[src/rtl/tetris_input_pkg.sv]
// Shared command codes, FSM encoding and pending-bit indices for tetris_input_sched.
package tetris_input_pkg;

  localparam logic [2:0] CMD_NONE      = 3'd0;
  localparam logic [2:0] CMD_LEFT      = 3'd1;
  localparam logic [2:0] CMD_RIGHT     = 3'd2;
  localparam logic [2:0] CMD_ROTATE    = 3'd3;
  localparam logic [2:0] CMD_SOFT_DOWN = 3'd4;
  localparam logic [2:0] CMD_HARD_DROP = 3'd5;
  localparam logic [2:0] CMD_GRAVITY   = 3'd6;

  localparam logic ST_IDLE  = 1'b0;
  localparam logic ST_ISSUE = 1'b1;

  localparam int unsigned P_LEFT  = 0;
  localparam int unsigned P_RIGHT = 1;
  localparam int unsigned P_ROT   = 2;
  localparam int unsigned P_DOWN  = 3;
  localparam int unsigned P_DROP  = 4;
  localparam int unsigned P_GRAV  = 5;

  // Fixed priority: HARD_DROP > GRAVITY > ROTATE > LEFT > RIGHT > SOFT_DOWN.
  function automatic logic [2:0] f_pick(input logic [5:0] pend);
    logic [2:0] code;
    code = CMD_NONE;
    if (pend[P_DROP])       code = CMD_HARD_DROP;
    else if (pend[P_GRAV])  code = CMD_GRAVITY;
    else if (pend[P_ROT])   code = CMD_ROTATE;
    else if (pend[P_LEFT])  code = CMD_LEFT;
    else if (pend[P_RIGHT]) code = CMD_RIGHT;
    else if (pend[P_DOWN])  code = CMD_SOFT_DOWN;
    return code;
  endfunction

  // A hard drop makes any queued gravity step or soft drop meaningless.
  function automatic logic [5:0] f_clr_mask(input logic [2:0] code);
    logic [5:0] mask;
    mask = 6'b0;
    case (code)
      CMD_LEFT:      mask[P_LEFT]  = 1'b1;
      CMD_RIGHT:     mask[P_RIGHT] = 1'b1;
      CMD_ROTATE:    mask[P_ROT]   = 1'b1;
      CMD_SOFT_DOWN: mask[P_DOWN]  = 1'b1;
      CMD_HARD_DROP: begin
        mask[P_DROP] = 1'b1;
        mask[P_GRAV] = 1'b1;
        mask[P_DOWN] = 1'b1;
      end
      CMD_GRAVITY:   mask[P_GRAV]  = 1'b1;
      default:       mask = 6'b0;
    endcase
    return mask;
  endfunction

endpackage

[src/rtl/btn_edge_repeat.sv]
// Rising-edge detector with optional DAS/ARR auto-repeat; emits a 1-cycle set pulse.
// Repeat counter exists only when TETRIS_AUTO_REPEAT_EN is defined and REPEAT_EN=1.
module btn_edge_repeat #(
  parameter int unsigned     CNT_W      = 25,
  parameter logic [CNT_W-1:0] DAS_DELAY  = 25'd2000000,
  parameter logic [CNT_W-1:0] ARR_PERIOD = 25'd500000,
  parameter bit              REPEAT_EN  = 1'b0
) (
  input  logic i_clk,
  input  logic i_reset,
  input  logic i_btn,
  input  logic i_game_over,
  output logic o_set
);

  logic r_prev;
  logic w_rep;

  always_ff @(posedge i_clk) begin
    if (i_reset) r_prev <= 1'b0;
    else         r_prev <= i_btn;
  end

`ifdef TETRIS_AUTO_REPEAT_EN
  if (REPEAT_EN) begin : g_rep
    localparam logic [CNT_W-1:0] ONE    = 1;
    localparam logic [CNT_W-1:0] RELOAD = DAS_DELAY - ARR_PERIOD;
    logic [CNT_W-1:0] r_cnt;
    logic [CNT_W-1:0] w_cnt_inc;

    // Saturating increment; the reload normally keeps it well below the top.
    assign w_cnt_inc = (r_cnt == {CNT_W{1'b1}}) ? r_cnt : r_cnt + ONE;
    assign w_rep     = i_btn && !i_game_over && (w_cnt_inc == DAS_DELAY);

    always_ff @(posedge i_clk) begin
      if (i_reset || !i_btn || i_game_over) r_cnt <= '0;
      else if (w_rep)                       r_cnt <= RELOAD;
      else                                  r_cnt <= w_cnt_inc;
    end
  end else begin : g_norep
    assign w_rep = 1'b0;
  end
`else
  assign w_rep = 1'b0;
`endif

  assign o_set = ((i_btn && !r_prev) || w_rep) && !i_game_over;

endmodule

[src/rtl/tetris_input_sched.sv]
// Latches button/gravity requests and issues one command at a time over valid/ready.
// Optional auto-repeat for LEFT/RIGHT/DOWN via TETRIS_AUTO_REPEAT_EN.
module tetris_input_sched
  import tetris_input_pkg::*;
#(
  parameter int unsigned      CNT_W      = 25,
  parameter logic [CNT_W-1:0] DAS_DELAY  = 25'd2000000,
  parameter logic [CNT_W-1:0] ARR_PERIOD = 25'd500000
) (
  input  logic       i_clk,
  input  logic       i_reset,
  input  logic       i_btn_left,
  input  logic       i_btn_right,
  input  logic       i_btn_rotate,
  input  logic       i_btn_down,
  input  logic       i_btn_drop,
  input  logic       i_grav_tick,
  input  logic       i_game_over,
  input  logic       i_cmd_ready,
  output logic       o_cmd_valid,
  output logic [2:0] o_cmd_code,
  output logic [5:0] o_pending
);

  logic       r_state;
  logic       r_cmd_valid;
  logic [2:0] r_cmd_code;
  logic [5:0] r_pending;

  logic [5:0] w_set;
  logic [5:0] w_clr;
  logic [5:0] w_pending_d;
  logic [2:0] w_winner;
  logic       w_grant;

  btn_edge_repeat #(
    .CNT_W(CNT_W), .DAS_DELAY(DAS_DELAY), .ARR_PERIOD(ARR_PERIOD), .REPEAT_EN(1'b1)
  ) u_left (
    .i_clk(i_clk), .i_reset(i_reset), .i_btn(i_btn_left), .i_game_over(i_game_over),
    .o_set(w_set[P_LEFT])
  );

  btn_edge_repeat #(
    .CNT_W(CNT_W), .DAS_DELAY(DAS_DELAY), .ARR_PERIOD(ARR_PERIOD), .REPEAT_EN(1'b1)
  ) u_right (
    .i_clk(i_clk), .i_reset(i_reset), .i_btn(i_btn_right), .i_game_over(i_game_over),
    .o_set(w_set[P_RIGHT])
  );

  btn_edge_repeat #(
    .CNT_W(CNT_W), .DAS_DELAY(DAS_DELAY), .ARR_PERIOD(ARR_PERIOD), .REPEAT_EN(1'b0)
  ) u_rotate (
    .i_clk(i_clk), .i_reset(i_reset), .i_btn(i_btn_rotate), .i_game_over(i_game_over),
    .o_set(w_set[P_ROT])
  );

  btn_edge_repeat #(
    .CNT_W(CNT_W), .DAS_DELAY(DAS_DELAY), .ARR_PERIOD(ARR_PERIOD), .REPEAT_EN(1'b1)
  ) u_down (
    .i_clk(i_clk), .i_reset(i_reset), .i_btn(i_btn_down), .i_game_over(i_game_over),
    .o_set(w_set[P_DOWN])
  );

  btn_edge_repeat #(
    .CNT_W(CNT_W), .DAS_DELAY(DAS_DELAY), .ARR_PERIOD(ARR_PERIOD), .REPEAT_EN(1'b0)
  ) u_drop (
    .i_clk(i_clk), .i_reset(i_reset), .i_btn(i_btn_drop), .i_game_over(i_game_over),
    .o_set(w_set[P_DROP])
  );

  assign w_set[P_GRAV] = i_grav_tick && !i_game_over;

  // New sets are OR-ed in after the clear so a same-cycle set survives a grant.
  always_comb begin
    w_winner    = f_pick(r_pending);
    w_grant     = (r_state == ST_ISSUE) && i_cmd_ready;
    w_clr       = w_grant ? f_clr_mask(r_cmd_code) : 6'b0;
    w_pending_d = (r_pending & ~w_clr) | w_set;
  end

  always_ff @(posedge i_clk) begin
    if (i_reset || i_game_over) begin
      r_state     <= ST_IDLE;
      r_cmd_valid <= 1'b0;
      r_cmd_code  <= CMD_NONE;
      r_pending   <= 6'b0;
    end else begin
      r_pending <= w_pending_d;
      case (r_state)
        ST_IDLE: begin
          if (|r_pending) begin
            r_state     <= ST_ISSUE;
            r_cmd_valid <= 1'b1;
            r_cmd_code  <= w_winner;
          end
        end
        ST_ISSUE: begin
          if (i_cmd_ready) begin
            r_state     <= ST_IDLE;
            r_cmd_valid <= 1'b0;
            r_cmd_code  <= CMD_NONE;
          end
        end
        default: r_state <= ST_IDLE;
      endcase
    end
  end

  assign o_cmd_valid = r_cmd_valid;
  assign o_cmd_code  = r_cmd_code;
  assign o_pending   = r_pending;

endmodule

[config.mk]
export PLATFORM = sky130hd
export DESIGN_NAME = tetris_input_sched
export DESIGN_NICKNAME = d
export VERILOG_FILES = /design/src/rtl/tetris_input_pkg.sv /design/src/rtl/btn_edge_repeat.sv /design/src/rtl/tetris_input_sched.sv
export SDC_FILE = /design/constraint.sdc
export NUM_CORES = 1
export LEC_CHECK = 0
export CAP_MARGIN = 0
export CORE_MARGIN = 10
export CORE_UTILIZATION = 39
export CTS_CLUSTER_DIAMETER = 100
export CTS_CLUSTER_SIZE = 10
export DETAILED_ROUTE_END_ITERATION = 10
export HOLD_SLACK_MARGIN = 0.02
export PLACE_DENSITY = 0.71
export SLEW_MARGIN = 20
export SYNTH_ARGS = -nofsm -noshare
export SYNTH_HDL_FRONTEND = slang
export SYNTH_SLANG_ARGS = --single-unit
[constraint.sdc]
create_clock -name i_clk -period 1.25 [get_ports i_clk]
set_clock_uncertainty 0.1 [all_clocks]
set_input_delay 0.25 -clock i_clk [delete_from_list [all_inputs] [get_ports i_clk]]
set_output_delay 0.25 -clock i_clk [all_outputs]
set_load 0.01 [all_outputs]
==> impl_summary.md, run 1 <==
Yosys
The Yosys step of the flow raised 0 warnings. The cell count after synthesis came out at 71. The number of distinct library cells after synthesis is 26. The synthesized flop and latch total is 16.

The net count after synthesis is 81. The share of synthesized area in the top cell type comes to 49.8%. After synthesis, flip-flops and latches occupy 49.8% of the total area. The post-synthesis instance area is 643 µm². Each instance of the synthesized netlist takes up on average 9.06 µm². The biggest area contributor in the post-synthesis netlist is sky130_fd_sc_hd__dfxtp_1. By area the synthesized netlist is led by sky130_fd_sc_hd__dfxtp_1 (50%), sky130_fd_sc_hd__nand2b_1 (6.8%), sky130_fd_sc_hd__nor2b_1 (5.8%), sky130_fd_sc_hd__a21oi_1 (5.4%), sky130_fd_sc_hd__o21ai_0 (3.9%).

Job
The number of max-capacitance violations reported is 0.

Timing
The smallest clock period supported by the final layout is computed as 1310 ps. Setup slack on the critical path of the routed design comes to -64.9 ps. The setup TNS after final layout is -188 ps. Setup repair after global routing could not meet its margin everywhere. The count of final max-slew check failures is 0.

The maximum achievable frequency is 761 MHz. For the pin with the worst max-slew slack, the measured transition is 280 ps. The remaining max-slew budget at the tightest pin is 81.1%. The number of failing hold endpoints at the final stage is 0. The total of endpoints with negative setup slack in the final report is 4. In the finished design, the share of the clock period the worst path needs comes to 105%. The worst hold slack after final layout is 350 ps.

GRT
The remaining global-route overflow is 0. The global-route usage over all layers is 10.1%. The initial antenna violation count is 0. The pin count of the biggest net entering global routing is 9. The via count of the first global-routing pass is 675. The global-route wire length before repair is 2.89 mm.

Route
After detailed routing, the total wire length is 1.74 mm. The total vias in the final route is 632. The ratio of routed vias to standard cells is 5.14. The first-pass detailed-route iteration total is 3. The number of remaining DRC errors is 0. For this block, the initial DRC count from the detailed router was 8.

In the final routed layout, each cell accounts on average for 14.1 µm. In this run the remaining antenna-violating nets after routing total 0.

Finish
The leading cell type in the layout, fill and taps excluded is sky130_fd_sc_hd__buf_4. From synthesis to final layout, the design area changed by 59.7%. Excluding fillers, the count of instances in the completed layout stands at 123. The share of layout cells above drive strength 1 is 34.6%. In the layout the commonest cells are sky130_fd_sc_hd__buf_4 (16), sky130_fd_sc_hd__dfxtp_1 (10), sky130_fd_sc_hd__clkdlybuf4s50_1 (9). Cells fill 66.6% of the core in the end. The number of nets at the end of the flow is 119.

The total inserted antenna cells is 0.

Floorplan
The floorplan die area is 0.00367 mm². The count of standard-cell rows is 14. The horizontal die dimension is 60.6 µm. The floorplan die height is 60.6 µm. Pin placement for this block handled 20 I/O pins.

The initial utilization of the core area, before any placement, comes to 41.7%. The core outline area is 0.00154 mm².

Critical path
The kind of launch point of the worst setup path is a flip-flop. The critical path is of the reg2reg type. In this run the worst path has a maximum fanout of 3. The worst register-to-register path begins at o_pending[4]. The worst endpoint required time is 1350 ps. In this run the register-to-register setup slack is -60 ps. The count of cells along the worst register-to-register path is 3.

The critical path goes through or3_4, o31a_1, o32ai_2. The highest-delay cell along the critical path is sky130_fd_sc_hd__or3_4. On the worst path, the slowest cell contributes a delay of 370 ps.

Broken down by cell family, the worst path's largest delay share belongs to compound AO/OA/AOI/OAI gates. The number of buffers and inverters on the critical path is 0. The worst endpoint data arrival time is 1420 ps. The end of the worst register-to-register path is o_cmd_code[0].

STA classifies the critical path endpoint as a flip-flop.

Power and ir drop
Of the total power, the share spent switching nets is 25.2%. Per report_power, the clock group accounts for 25.7% of the total. The total internal power is 777 µW. The power density of the placed cells is 1010 mW/mm².

Combinational cells account for 21.3% of the total power. Registers are responsible for 53.0% of the overall power. For this design the static power due to leakage is 0.000420 µW. For this design the total switching power over the nets is 262 µW. Across the VDD grid, the largest voltage drop is 607 µV.

Clocking
The number of setup buffers added after CTS is 0. The number of levels the H-tree was split into is 1. The number of sinks driven by the clock tree is 16.

The number of clock buffers inserted by TritonCTS is 3. The number of buffers between clock root and the deepest sink is 2. The clock latency on the worst-skew pair is 280 ps. The library cell used as clock root buffer is sky130_fd_sc_hd__clkbuf_4. TritonCTS built the clock tree. The clock transition time at the flip-flop clock pins of the worst setup and hold paths is 90 ps.

Place
The routability-driven placement congestion ratio is 0.865. Input and output buffers added on the ports amount to 19. The placed wire-length estimate is 1.39 mm. Once placement completed, the tool counted placed cells totaling 120.

Hold path
The worst hold path class is reg2reg. The hold path endpoint is o_cmd_valid. The worst hold path passes through 2 cells.

The worst min-delay path startpoint is o_cmd_valid.

Run status
The flow ran to the end, but the final reports show violations. The checks that failed: setup timing.
power by group through the flow:
stage | clock (µW) | sequential (µW) | combinational (µW)
final | 267 | 550 | 222
after global routing | 289 | 554 | 244
after CTS | 278 | 550 | 219
after detailed placement | 0 | 562 | 223
after global placement | 0 | 561 | 221
after floorplan | 0 | 573 | 89.4
cells by family (layout without fill, tap and decap cells):
kind of cell	Yosys count	after routing	synth area share (%)
buffers and inverters	4	40	2.53
AO/OA/AOI/OAI	21	21	21.2
flip-flops	16	16	49.8
XOR/XNOR	1	1	1.36
AND/OR/NAND/NOR	29	29	25.1
routing by layer:
layer	track usage [%]	part of all wire [%]
met3	2.51	5.4
met5	0	0
met2	17.0	51
met1	11.2	42
met4	6.27	1.3
worst reg2reg max path, stage by stage (launching register included):
cell and delay, ps:
sky130_fd_sc_hd__dfxtp_4 350, sky130_fd_sc_hd__or3_4 370, sky130_fd_sc_hd__o31a_1 310, sky130_fd_sc_hd__o32ai_2 100
sequential cells by signal, indices dropped and copies added, names as in the netlist:
name             cells
o_pending            6
o_cmd_code           3
o_cmd_valid          1
r_state              1
u_down.r_prev        1
u_drop.r_prev        1
u_left.r_prev        1
u_right.r_prev       1
u_rotate.r_prev      1
stage by stage:
stage	area [µm²]	power (µW)	setup slack, ps
finish	1030	1040	-64.9
global route	1030	1090	-101
CTS	1020	1050	-80.6
detailed placement	995	785	-260
global placement	995	781	-225
floorplan	673	663	-30.2
Yosys cell counts:
master and n:
sky130_fd_sc_hd__nand2b_1 7, sky130_fd_sc_hd__nor2_1 3, sky130_fd_sc_hd__o311a_2 1, sky130_fd_sc_hd__nand3_1 1, sky130_fd_sc_hd__o311ai_0 1, sky130_fd_sc_hd__o31ai_1 1
sky130_fd_sc_hd__buf_2 1, sky130_fd_sc_hd__or3_1 2, sky130_fd_sc_hd__o21ai_0 5, sky130_fd_sc_hd__a21o_1 1, sky130_fd_sc_hd__o31a_1 1, sky130_fd_sc_hd__dfxtp_1 16
sky130_fd_sc_hd__nand4b_1 1, sky130_fd_sc_hd__inv_1 2, sky130_fd_sc_hd__a2bb2oi_1 1, sky130_fd_sc_hd__clkbuf_1 1, sky130_fd_sc_hd__a21oi_1 7, sky130_fd_sc_hd__xnor2_1 1
sky130_fd_sc_hd__o21ai_1 1, sky130_fd_sc_hd__nor4_1 1, sky130_fd_sc_hd__nor2b_1 6, sky130_fd_sc_hd__o32ai_1 1, sky130_fd_sc_hd__or2_2 1, sky130_fd_sc_hd__nor3_1 3
sky130_fd_sc_hd__o21ba_2 1, sky130_fd_sc_hd__nand2_1 4
repair_timing:
| action | 4_1_cts | 5_1_grt |
|---|---|---|
| hold buffers | 0 | 0 |
| setup endpoints to repair | 13 | 10 |
| pin swaps | 1 | 0 |
| resized for setup | 21 | 7 |
worst max path at each step:
stage               cells past startpoint  slack, ps             to          from
floorplan                               3        -30  o_cmd_code[0]  o_pending[4]
global placement                        3       -220  o_cmd_code[0]   i_game_over
detailed placement                      3       -260  o_cmd_code[0]       i_reset
CTS                                     3        -80  o_cmd_code[0]  o_pending[4]
global route                            3       -100  o_cmd_code[0]  o_pending[4]
finish                                  3        -60  o_cmd_code[0]  o_pending[4]
cell type report:
class                           count  area [µm²]
Clock buffer                        3        22.5
Fill cell                         141         514
Inverter                            2        7.51
Multi-Input combinational cell     51         344
Sequential cell                    16         333
Tap cell                           16        20.0
Timing Repair Buffer               35         300
Power figures use the tool's default switching activity.
==> run 2, diff against run 1 <==
--- a/config.mk
+++ b/config.mk
@@ -5,7 +5,7 @@
 export SDC_FILE = /design/constraint.sdc
 export NUM_CORES = 1
 export LEC_CHECK = 0
-export CAP_MARGIN = 0
+export CAP_MARGIN = 5
 export CORE_MARGIN = 10
 export CORE_UTILIZATION = 39
 export CTS_CLUSTER_DIAMETER = 100
==> results of run 2 <==
Final layout, timing and power as in run 1 (identical DEF).
